==> src/rtl/adc_sample_accumulator_if.sv <==
// Handshake bundle between the measurement controller/ADC capture side and the
// sample accumulator. The master drives start, samples and ready; the slave returns the sum.
interface adc_sample_accumulator_if #(
  parameter int ADC_WIDTH = 12
);
  logic                        start;
  logic                        adc_valid;
  logic signed [ADC_WIDTH-1:0] adc_data;
  logic                        acc_valid;
  logic                        acc_ready;
  logic signed [ADC_WIDTH+3:0] acc_out;
  logic                        busy;
  logic                        clip;

  modport master (
    output start, adc_valid, adc_data, acc_ready,
    input  acc_valid, acc_out, busy, clip
  );

  modport slave (
    input  start, adc_valid, adc_data, acc_ready,
    output acc_valid, acc_out, busy, clip
  );
endinterface

==> src/rtl/adc_sample_accumulator.sv <==
// Sums ACC_SAMPLES signed ADC samples per start pulse and holds the result on a valid/ready output.
// Optional sticky rail-clip flag is enabled by defining ADC_ACC_CLIP_DETECT_EN.
module adc_sample_accumulator #(
  parameter int ADC_WIDTH   = 12,
  parameter int ACC_SAMPLES = 8
) (
  input logic                     clk,
  input logic                     rst,
  adc_sample_accumulator_if.slave bus
);

  localparam int SUM_WIDTH = ADC_WIDTH + 4;
  localparam int CNT_WIDTH = 5;
  localparam logic signed [ADC_WIDTH-1:0] MIN_CODE   = {1'b1, {(ADC_WIDTH-1){1'b0}}};
  localparam logic signed [ADC_WIDTH-1:0] CLAMP_CODE = {1'b1, {(ADC_WIDTH-2){1'b0}}, 1'b1};
  localparam logic [CNT_WIDTH-1:0]        LAST_COUNT = CNT_WIDTH'(ACC_SAMPLES - 1);

  generate
    if (ACC_SAMPLES < 2 || ACC_SAMPLES > 16) begin : g_bad_samples
      $error("adc_sample_accumulator: ACC_SAMPLES must be in 2..16");
    end
  endgenerate

  typedef enum logic [1:0] {IDLE, ACCUM, DONE} state_t;

  state_t                       state_q;
  logic [CNT_WIDTH-1:0]         count_q;
  logic signed [SUM_WIDTH-1:0]  sum_q;
  logic signed [SUM_WIDTH-1:0]  accOut_q;
  logic                         accValid_q;
  logic                         busy_q;

  logic                         startAccept;
  logic                         sampleAccept;
  logic                         lastSample;
  logic signed [ADC_WIDTH-1:0]  sampleClamped;
  logic signed [SUM_WIDTH-1:0]  sumNext;

  assign startAccept  = (state_q == IDLE) && bus.start;
  assign sampleAccept = (state_q == ACCUM) && bus.adc_valid;
  assign lastSample   = sampleAccept && (count_q == LAST_COUNT);

  // The most negative code is pulled in by one LSB so full scale is symmetric.
  always_comb begin
    sampleClamped = bus.adc_data;
    if (bus.adc_data == MIN_CODE) sampleClamped = CLAMP_CODE;
    sumNext = sum_q + {{(SUM_WIDTH-ADC_WIDTH){sampleClamped[ADC_WIDTH-1]}}, sampleClamped};
  end

  always_ff @(posedge clk) begin
    if (rst) begin
      state_q    <= IDLE;
      count_q    <= '0;
      sum_q      <= '0;
      accOut_q   <= '0;
      accValid_q <= 1'b0;
      busy_q     <= 1'b0;
    end else begin
      case (state_q)
        IDLE: begin
          if (bus.start) begin
            state_q <= ACCUM;
            sum_q   <= '0;
            count_q <= '0;
            busy_q  <= 1'b1;
          end
        end
        ACCUM: begin
          if (bus.adc_valid) begin
            sum_q   <= sumNext;
            count_q <= count_q + 1'b1;
            if (lastSample) begin
              accOut_q   <= sumNext;
              accValid_q <= 1'b1;
              state_q    <= DONE;
            end
          end
        end
        DONE: begin
          if (bus.acc_ready) begin
            accValid_q <= 1'b0;
            busy_q     <= 1'b0;
            state_q    <= IDLE;
          end
        end
        default: begin
          state_q <= IDLE;
          busy_q  <= 1'b0;
        end
      endcase
    end
  end

  assign bus.acc_out   = accOut_q;
  assign bus.acc_valid = accValid_q;
  assign bus.busy      = busy_q;

`ifdef ADC_ACC_CLIP_DETECT_EN
  localparam logic signed [ADC_WIDTH-1:0] MAX_CODE = {1'b0, {(ADC_WIDTH-1){1'b1}}};

  logic clipFlag_q;
  logic clipOut_q;
  logic sampleAtRail;

  // Rails are judged on the raw code, before the symmetric clamp.
  assign sampleAtRail = (bus.adc_data == MAX_CODE) || (bus.adc_data == MIN_CODE);

  always_ff @(posedge clk) begin
    if (rst) begin
      clipFlag_q <= 1'b0;
      clipOut_q  <= 1'b0;
    end else begin
      if (startAccept) begin
        clipFlag_q <= 1'b0;
      end else if (sampleAccept) begin
        clipFlag_q <= clipFlag_q | sampleAtRail;
      end
      if (lastSample) clipOut_q <= clipFlag_q | sampleAtRail;
    end
  end

  assign bus.clip = clipOut_q;
`else
  assign bus.clip = 1'b0;
`endif

endmodule

==> src/flat_wrapper.sv <==
// flat-port wrapper written by rule: the top's interface ports become plain ports
module adc_sample_accumulator_flat 
#(
  parameter int ADC_WIDTH   = 12,
  parameter int ACC_SAMPLES = 8
)
  (clk, rst, bus_start, bus_adc_valid, bus_adc_data, bus_acc_ready, bus_acc_valid, bus_acc_out, bus_busy, bus_clip);
  adc_sample_accumulator_if #(.ADC_WIDTH(ADC_WIDTH)) bus_i ();
  input logic clk;
  input logic rst;
  input wire logic [$bits(bus_i.start)-1:0] bus_start;
  input wire logic [$bits(bus_i.adc_valid)-1:0] bus_adc_valid;
  input wire logic [$bits(bus_i.adc_data)-1:0] bus_adc_data;
  input wire logic [$bits(bus_i.acc_ready)-1:0] bus_acc_ready;
  output wire logic [$bits(bus_i.acc_valid)-1:0] bus_acc_valid;
  output wire logic [$bits(bus_i.acc_out)-1:0] bus_acc_out;
  output wire logic [$bits(bus_i.busy)-1:0] bus_busy;
  output wire logic [$bits(bus_i.clip)-1:0] bus_clip;
  assign bus_i.start = bus_start;
  assign bus_i.adc_valid = bus_adc_valid;
  assign bus_i.adc_data = bus_adc_data;
  assign bus_i.acc_ready = bus_acc_ready;
  assign bus_acc_valid = bus_i.acc_valid;
  assign bus_acc_out = bus_i.acc_out;
  assign bus_busy = bus_i.busy;
  assign bus_clip = bus_i.clip;
  adc_sample_accumulator #(.ADC_WIDTH(ADC_WIDTH), .ACC_SAMPLES(ACC_SAMPLES)) u_core (.clk(clk), .rst(rst), .bus(bus_i));
endmodule
==> config.mk <==
export PLATFORM = sky130hd
export DESIGN_NAME = adc_sample_accumulator_flat
export DESIGN_NICKNAME = d
export VERILOG_FILES = /design/src/rtl/adc_sample_accumulator_if.sv /design/src/rtl/adc_sample_accumulator.sv /design/src/flat_wrapper.sv
export SDC_FILE = /design/constraint.sdc
export NUM_CORES = 1
export LEC_CHECK = 0
export CORE_MARGIN = 4
export CORE_UTILIZATION = 43
export DETAILED_ROUTE_END_ITERATION = 6
export HOLD_SLACK_MARGIN = 0.02
export PLACE_DENSITY = 0.66
export SETUP_SLACK_MARGIN = 0.02
export SYNTH_ARGS = -nofsm -noshare
export SYNTH_HDL_FRONTEND = slang
export SYNTH_SLANG_ARGS = --single-unit
==> constraint.sdc <==
create_clock -name clk -period 3.5 [get_ports clk]
set_input_delay 0.7 -clock clk [delete_from_list [all_inputs] [get_ports clk]]
set_output_delay 0.7 -clock clk [all_outputs]
set_load 0.05 [all_outputs]
Yosys cells after proc, flatten, opt, wreduce, memory -nomap -nowiden --
Cells that the tools add are included.
Cells by class: add/sub/neg operators 2, bitwise operators 1, muxes and demuxes 18, equality and inequality tests 8, reductions and logical operators 10
Operators by type and width (number):
- 2-to-1 mux 16 bit | 2
- one-hot mux 16 bit (2 select lines) | 1
- adder 16 bit | 1
- == test 12 bit, second input constant | 1
- 2-to-1 mux 12 bit | 1
- 2-to-1 mux 5 bit | 2
- one-hot mux 5 bit (2 select lines) | 1
- AND reduction 3 bit | 3
- 2-to-1 mux 2 bit | 4
- AND reduction 4 bit | 2
- inequality test 2 bit, second input constant | 3
- one-hot mux 2 bit (3 select lines) | 1
- adder 5 x 1 -> 5 bit, second input constant | 1
- == test 5 x 3 -> 1 bit, second input constant | 1
- 2-to-1 mux 1 bit | 4
- nonzero test 2 bit | 2
- one-hot mux 1 bit (3 select lines) | 1
- == test 2 x 1 -> 1 bit, second input constant | 1
- == test 2 bit, second input constant | 1
- logical AND 1 bit | 2
- zero test 2 bit | 1
- inequality test 2 x 1 -> 1 bit, second input constant | 1
- one-hot mux 1 bit (2 select lines) | 1
- inverter 1 bit | 1
Storage, ports and cells: bits of input ports 17, register bits after elaboration 41, logic and storage cells 45, output and inout port bits 19

Longest topological paths before layout --
depth in word-level cells 6, gate-level depth with buffers 10, mapped depth without buffers 10

Least setup slack after synthesis --
No wires, ideal clock.
kind in2reg, start point input port bus_adc_data[7], end point register u_core.accOut_q[12], in the netlist u_core.bus.acc_out[12], stages on the path 10, buffers on the path 0, library setup time 0.091 ns, slack 0.638 ns, data arrival time 2.771 ns, data required time 3.409 ns, cell sequence nor4_1 > a41o_1 > ha_1 > inv_1 > fa_1 > nand2b_1 > a21o_1 > and3_4 > or3_1 > a311oi_1
On the way: word-level cells in the longest chain between the ends 3
Ends and longest elaborated chain:
- start, declared | RTL line flat_wrapper.sv:13 | input wire logic [$bits(bus_i.adc_data)-1:0] bus_adc_data;
- == test 12 bit | RTL line adc_sample_accumulator.sv:46 | if (bus.adc_data == MIN_CODE) sampleClamped = CLAMP_CODE;
- 2-to-1 mux 12 bit * | RTL line adc_sample_accumulator.sv:46
- adder 16 bit * | RTL line adc_sample_accumulator.sv:47 | sumNext = sum_q + {{(SUM_WIDTH-ADC_WIDTH){sampleClamped[ADC_WIDTH-1]}}, sampleClamped};
- end signal, assigned | RTL line adc_sample_accumulator.sv:73 | accOut_q <= sumNext;
- end, declared | RTL line adc_sample_accumulator.sv:29 | logic signed [SUM_WIDTH-1:0] accOut_q;
Mark *: on every way between the ends. The rest lies on a longest branch, timed or not. A chain may end at the register's enable or synchronous reset.

Final worst setup path --
start point input port bus_adc_data[5], end point register u_core.accOut_q[12], in the netlist u_core.bus.acc_out[12]
Same word-level chain as after synthesis.

==> impl_table.tex <==
\begin{tabular}{lr}
\hline
Metric & Value \\
\hline
\multicolumn{2}{l}{\textbf{Detailed routing}} \\
Wire length per cell after detailed routing & 15.6 um \\
Vias after detailed routing & 2333 \\
Via density per instance & 5.70 \\
First-pass iteration count of the detailed router & 5 \\
Routed wire length & 6.37 mm \\
Remaining antenna violation count & 0 \\
DRC marker count from the first detailed-route iteration & 140 \\
DRC viols & 0 \\
\multicolumn{2}{l}{\textbf{Clock tree}} \\
Bufs on Longest Clock Path & 2 \\
Hold buffer count at cts & 0 \\
Post-CTS Repair Setup Buffers & 0 \\
Clk sink count & 41 \\
Clock Tree Root & clkbuf\_8 \\
Maximum level of the CTS H-tree & 2 \\
Number of clock buffers inserted by TritonCTS & 5 \\
Gates resized, CTS repair & 0 \\
Clock tree from TritonCTS & done \\
Clock slew at the register clock pins of the worst setup and hold paths & 80 ps \\
Insertion delay to the later sink of the worst-skew pair & 300 ps \\
\multicolumn{2}{l}{\textbf{Pwr}} \\
Overall power consumption & 1.06 mW \\
Power density of the placed cells & 353 nW/um\^{}2 \\
Net load switching power & 292 uW \\
P\_leak & 1.14 nW \\
Worst ir drop on vdd & 0.159 mV \\
Internal Power & 764 uW \\
Part of the total power dissipated in combinational logic & 16.8\% \\
Sw Share & 27.6\% \\
Proportion of power drawn by the clock network & 37.4\% \\
Sequential share of power & 45.8\% \\
\multicolumn{2}{l}{\textbf{Floorplan}} \\
Floorplan core area & 5540 um\^{}2 \\
X dimension of the die & 84.0 um \\
Area of the die & 7060 um\^{}2 \\
Effective utilization at floorplan & 44.9\% \\
Number of placed I/O pins & 36 \\
Std cell rows & 27 \\
Height of the die & 84.0 um \\
\multicolumn{2}{l}{\textbf{Place}} \\
Weighted congestion reported at the end of routability-driven placement & 0.852 \\
Count of input and output buffers & 34 \\
Placed cell count & 401 \\
Placement Setup Slack & 6.18 ps \\
Total half-perimeter wirelength after legalization and detailed placement & 4.80 mm \\
\multicolumn{2}{l}{\textbf{Worst setup path}} \\
Sort of element at the start of the critical path & input pin \\
Max incr delay on CP & 430 ps \\
Critical path fanouts, max & 5 \\
Crit path depth & 11 \\
CP startpoint & bus\_adc\_data[5] \\
Critical path buffer and inverter count & 2 \\
FF-to-FF Start & u\_core.sum\_q[0] \\
Cells traversed along the worst timing path & clkdlybuf4s50\_1, nor4\_1, a41o\_1, ha\_1, inv\_1, fa\_1, nand2b\_1, a21o\_1, and3\_4, or3\_1, a311oi\_1 \\
Critical path endpoint category & flop \\
Data arrival time of the critical path & 3430 ps \\
Critical Setup Path Class & input pin to flop \\
Data required time of the worst path & 3720 ps \\
Length in cells of the worst reg-to-reg path & 8 \\
Gate family responsible for the most delay along the worst path & simple AND/OR/NAND/NOR gates \\
Slowest cell on the critical path & clkdlybuf4s50\_1 \\
\multicolumn{2}{l}{\textbf{Cells and area}} \\
Post-Layout Cell Count & 409 \\
Syn-to-layout area delta & 20.2\% \\
Number of antenna diodes & 0 \\
Final net count & 370 \\
Share of cells above drive strength 1 & 8.90\% \\
\multicolumn{2}{l}{\textbf{Timing}} \\
Measured slew at the worst slew-check pin & 503 ps \\
Final WS setup & 291 ps \\
Minimum period implied by the final worst setup slack & 3210 ps \\
Final critical-path share of the clock period & 91.7\% \\
Max Slew Vio Count & 0 \\
Total count of hold-check failures in the final report & 0 \\
RSZ-0062 raised after global routing & no \\
Relative max-transition margin & 66.4\% \\
Finish-stage setup viols & 0 \\
Total negative slack & 0 ps \\
Clock Skew & 7.28 ps \\
Achievable clock frequency & 312 MHz \\
Final worst hold slack & 451 ps \\
\multicolumn{2}{l}{\textbf{GRT}} \\
First-pass GRT wire length & 10.6 mm \\
Number of antenna violations at the first check in global routing & 0 \\
Total grt overflow & 0 \\
Global-route usage over all layers & 18.4\% \\
Number of global-route vias before repair & 2197 \\
Pin count of the biggest net entering global routing & 21 \\
\multicolumn{2}{l}{\textbf{Run}} \\
Maximum Capacitance Violations & 0 \\
\multicolumn{2}{l}{\textbf{Yosys}} \\
Summed instance area of the synthesized netlist & 2490 um\^{}2 \\
Number of synthesized register bits & 41 \\
Netlist cell types & 58 \\
Post-Synthesis Cells & 309 \\
Average instance area after synthesis & 8.05 um\^{}2 \\
Total of warnings raised by yosys & 0 \\
Async S/R FF share, synth & 0\% \\
Post-synthesis sequential area ratio & 33.0\% \\
Post-synthesis net count & 343 \\
Number of enable flip-flop cells after synthesis & 0 \\
Top\_reg\_cell synth & dfxtp\_1 \\
\multicolumn{2}{l}{\textbf{Hold path}} \\
Min-Delay Path Class & flop to flop \\
Hold path start & u\_core.bus.acc\_out[10] \\
Worst hold path depth & 2 \\
\multicolumn{2}{l}{\textbf{Status}} \\
Result of the run & finished clean \\
\hline
\end{tabular}
power by group through the flow:
stage	Sequential, mW	Combinational, mW	Clock [mW]
floorplan	0.496	0.120	0
global placement	0.494	0.174	0
detailed placement	0.494	0.174	0
CTS	0.483	0.176	0.409
global route	0.485	0.196	0.432
finish	0.483	0.177	0.395
area by class of cell:
type | instances | area [um^2]
clock buffer | 5 | 68.8
clock inverter | 3 | 46.3
fill | 549 | 2550
inverter | 6 | 22.5
multi-input combinational | 238 | 1520
sequential | 41 | 821
tap | 72 | 90.1
timing repair buffer | 44 | 415
layer usage:
| metal | global-route usage (%) | wire length [um] | up-vias |
|---|---|---|---|
| met5 | 0 | 0 | - |
| met4 | 6.29 | 106 | 0 |
| met1 | 26.1 | 3260 | 1091 |
| li1 | - | - | 1189 |
| met3 | 4.24 | 244 | 10 |
| met2 | 27.4 | 2760 | 43 |
logic make-up after synthesis:
kind of cell / count (synthesis) / share of synthesized area [%]
AO/OA/AOI/OAI: 98 / 26.8
XOR/XNOR: 6 / 2.11
adder cells (fa/ha/maj): 17 / 8.86
buffers and inverters: 30 / 5.69
flip-flops: 41 / 33.0
other: 1 / 0.151
AND/OR/NAND/NOR: 116 / 23.4
path summary, 6_finish.rpt:
check / endpoint / slack, ps
max: u_core.bus.acc_out[12] / 290
min reg2reg: u_core.bus.acc_out[10] / 450
max reg2reg: u_core.bus.acc_out[12] / 1300
min: u_core.bus.acc_out[10] / 450
layout by cell type (no fill, tap or decap), drive strengths merged, types with 2 or more instances in the layout:
cell	n
dfxtp	41
nand2	38
clkdlybuf4s50	34
a21oi	28
nor2	23
o21ai	17
ha	16
nand3	12
buf	10
or3	9
o211ai	8
a21o	8
inv	6
a32o	6
or2	5
clkbuf	5
nor4	4
nand2b	4
o21a	4
a21boi	4
a311oi	4
nand3b	4
a211oi	4
or4	3
nor3	3
xor2	3
xnor2	3
and3	3
nand4	2
o221ai	2
o31ai	2
a32oi	2
o41ai	2
Yosys cell counts, drive strengths merged, types with 2 or more instances:
cell type	count	area, um^2
o41ai	2	17.5
or3	9	57.6
a32o	6	60.1
nand3	12	60.1
inv	6	22.5
a32oi	2	17.5
buf	8	53.8
o211ai	8	60.1
ha	16	200
xor2	3	26.3
nand2	38	145
dfxtp	41	821
or4	3	22.5
xnor2	3	26.3
o21a	4	30.0
o21ai	17	85.1
nand3b	4	30.0
a311oi	4	35.0
clkbuf	15	56.3
a21oi	28	144
and3	3	23.8
a211oi	4	35.0
o31ai	2	15.0
a21o	8	62.6
nand2b	4	25.0
nor2	23	86.3
a21boi	4	30.0
nor4	4	25.0
nor3	3	15.0
or2	5	31.3
nand4	2	12.5
o221ai	2	17.5
tightest hold or removal path: cells and delay by family, from the launching register on:
family,cells,cell delay [ps]
AND/OR/NAND/NOR,1,50
AO/OA/AOI/OAI,1,50
flip-flops,1,330
registers in the layout, summed over array words and instances (netlist names):
name	flops
u_core.bus.acc_valid	1
u_core.bus.acc_out	16
u_core.sum_q	16
u_core.bus.busy	1
u_core.count_q	5
u_core.state_q	2
metrics by stage:
stage / util, % / area, um^2
after floorplan: - / 2490
final: 53.9 / 2990
after global placement: 51.9 / 2870
after detailed placement: 51.9 / 2870
after CTS: 53.9 / 2990
after global routing: 53.9 / 2990
Note: power is estimated with default switching activity, not from simulation.
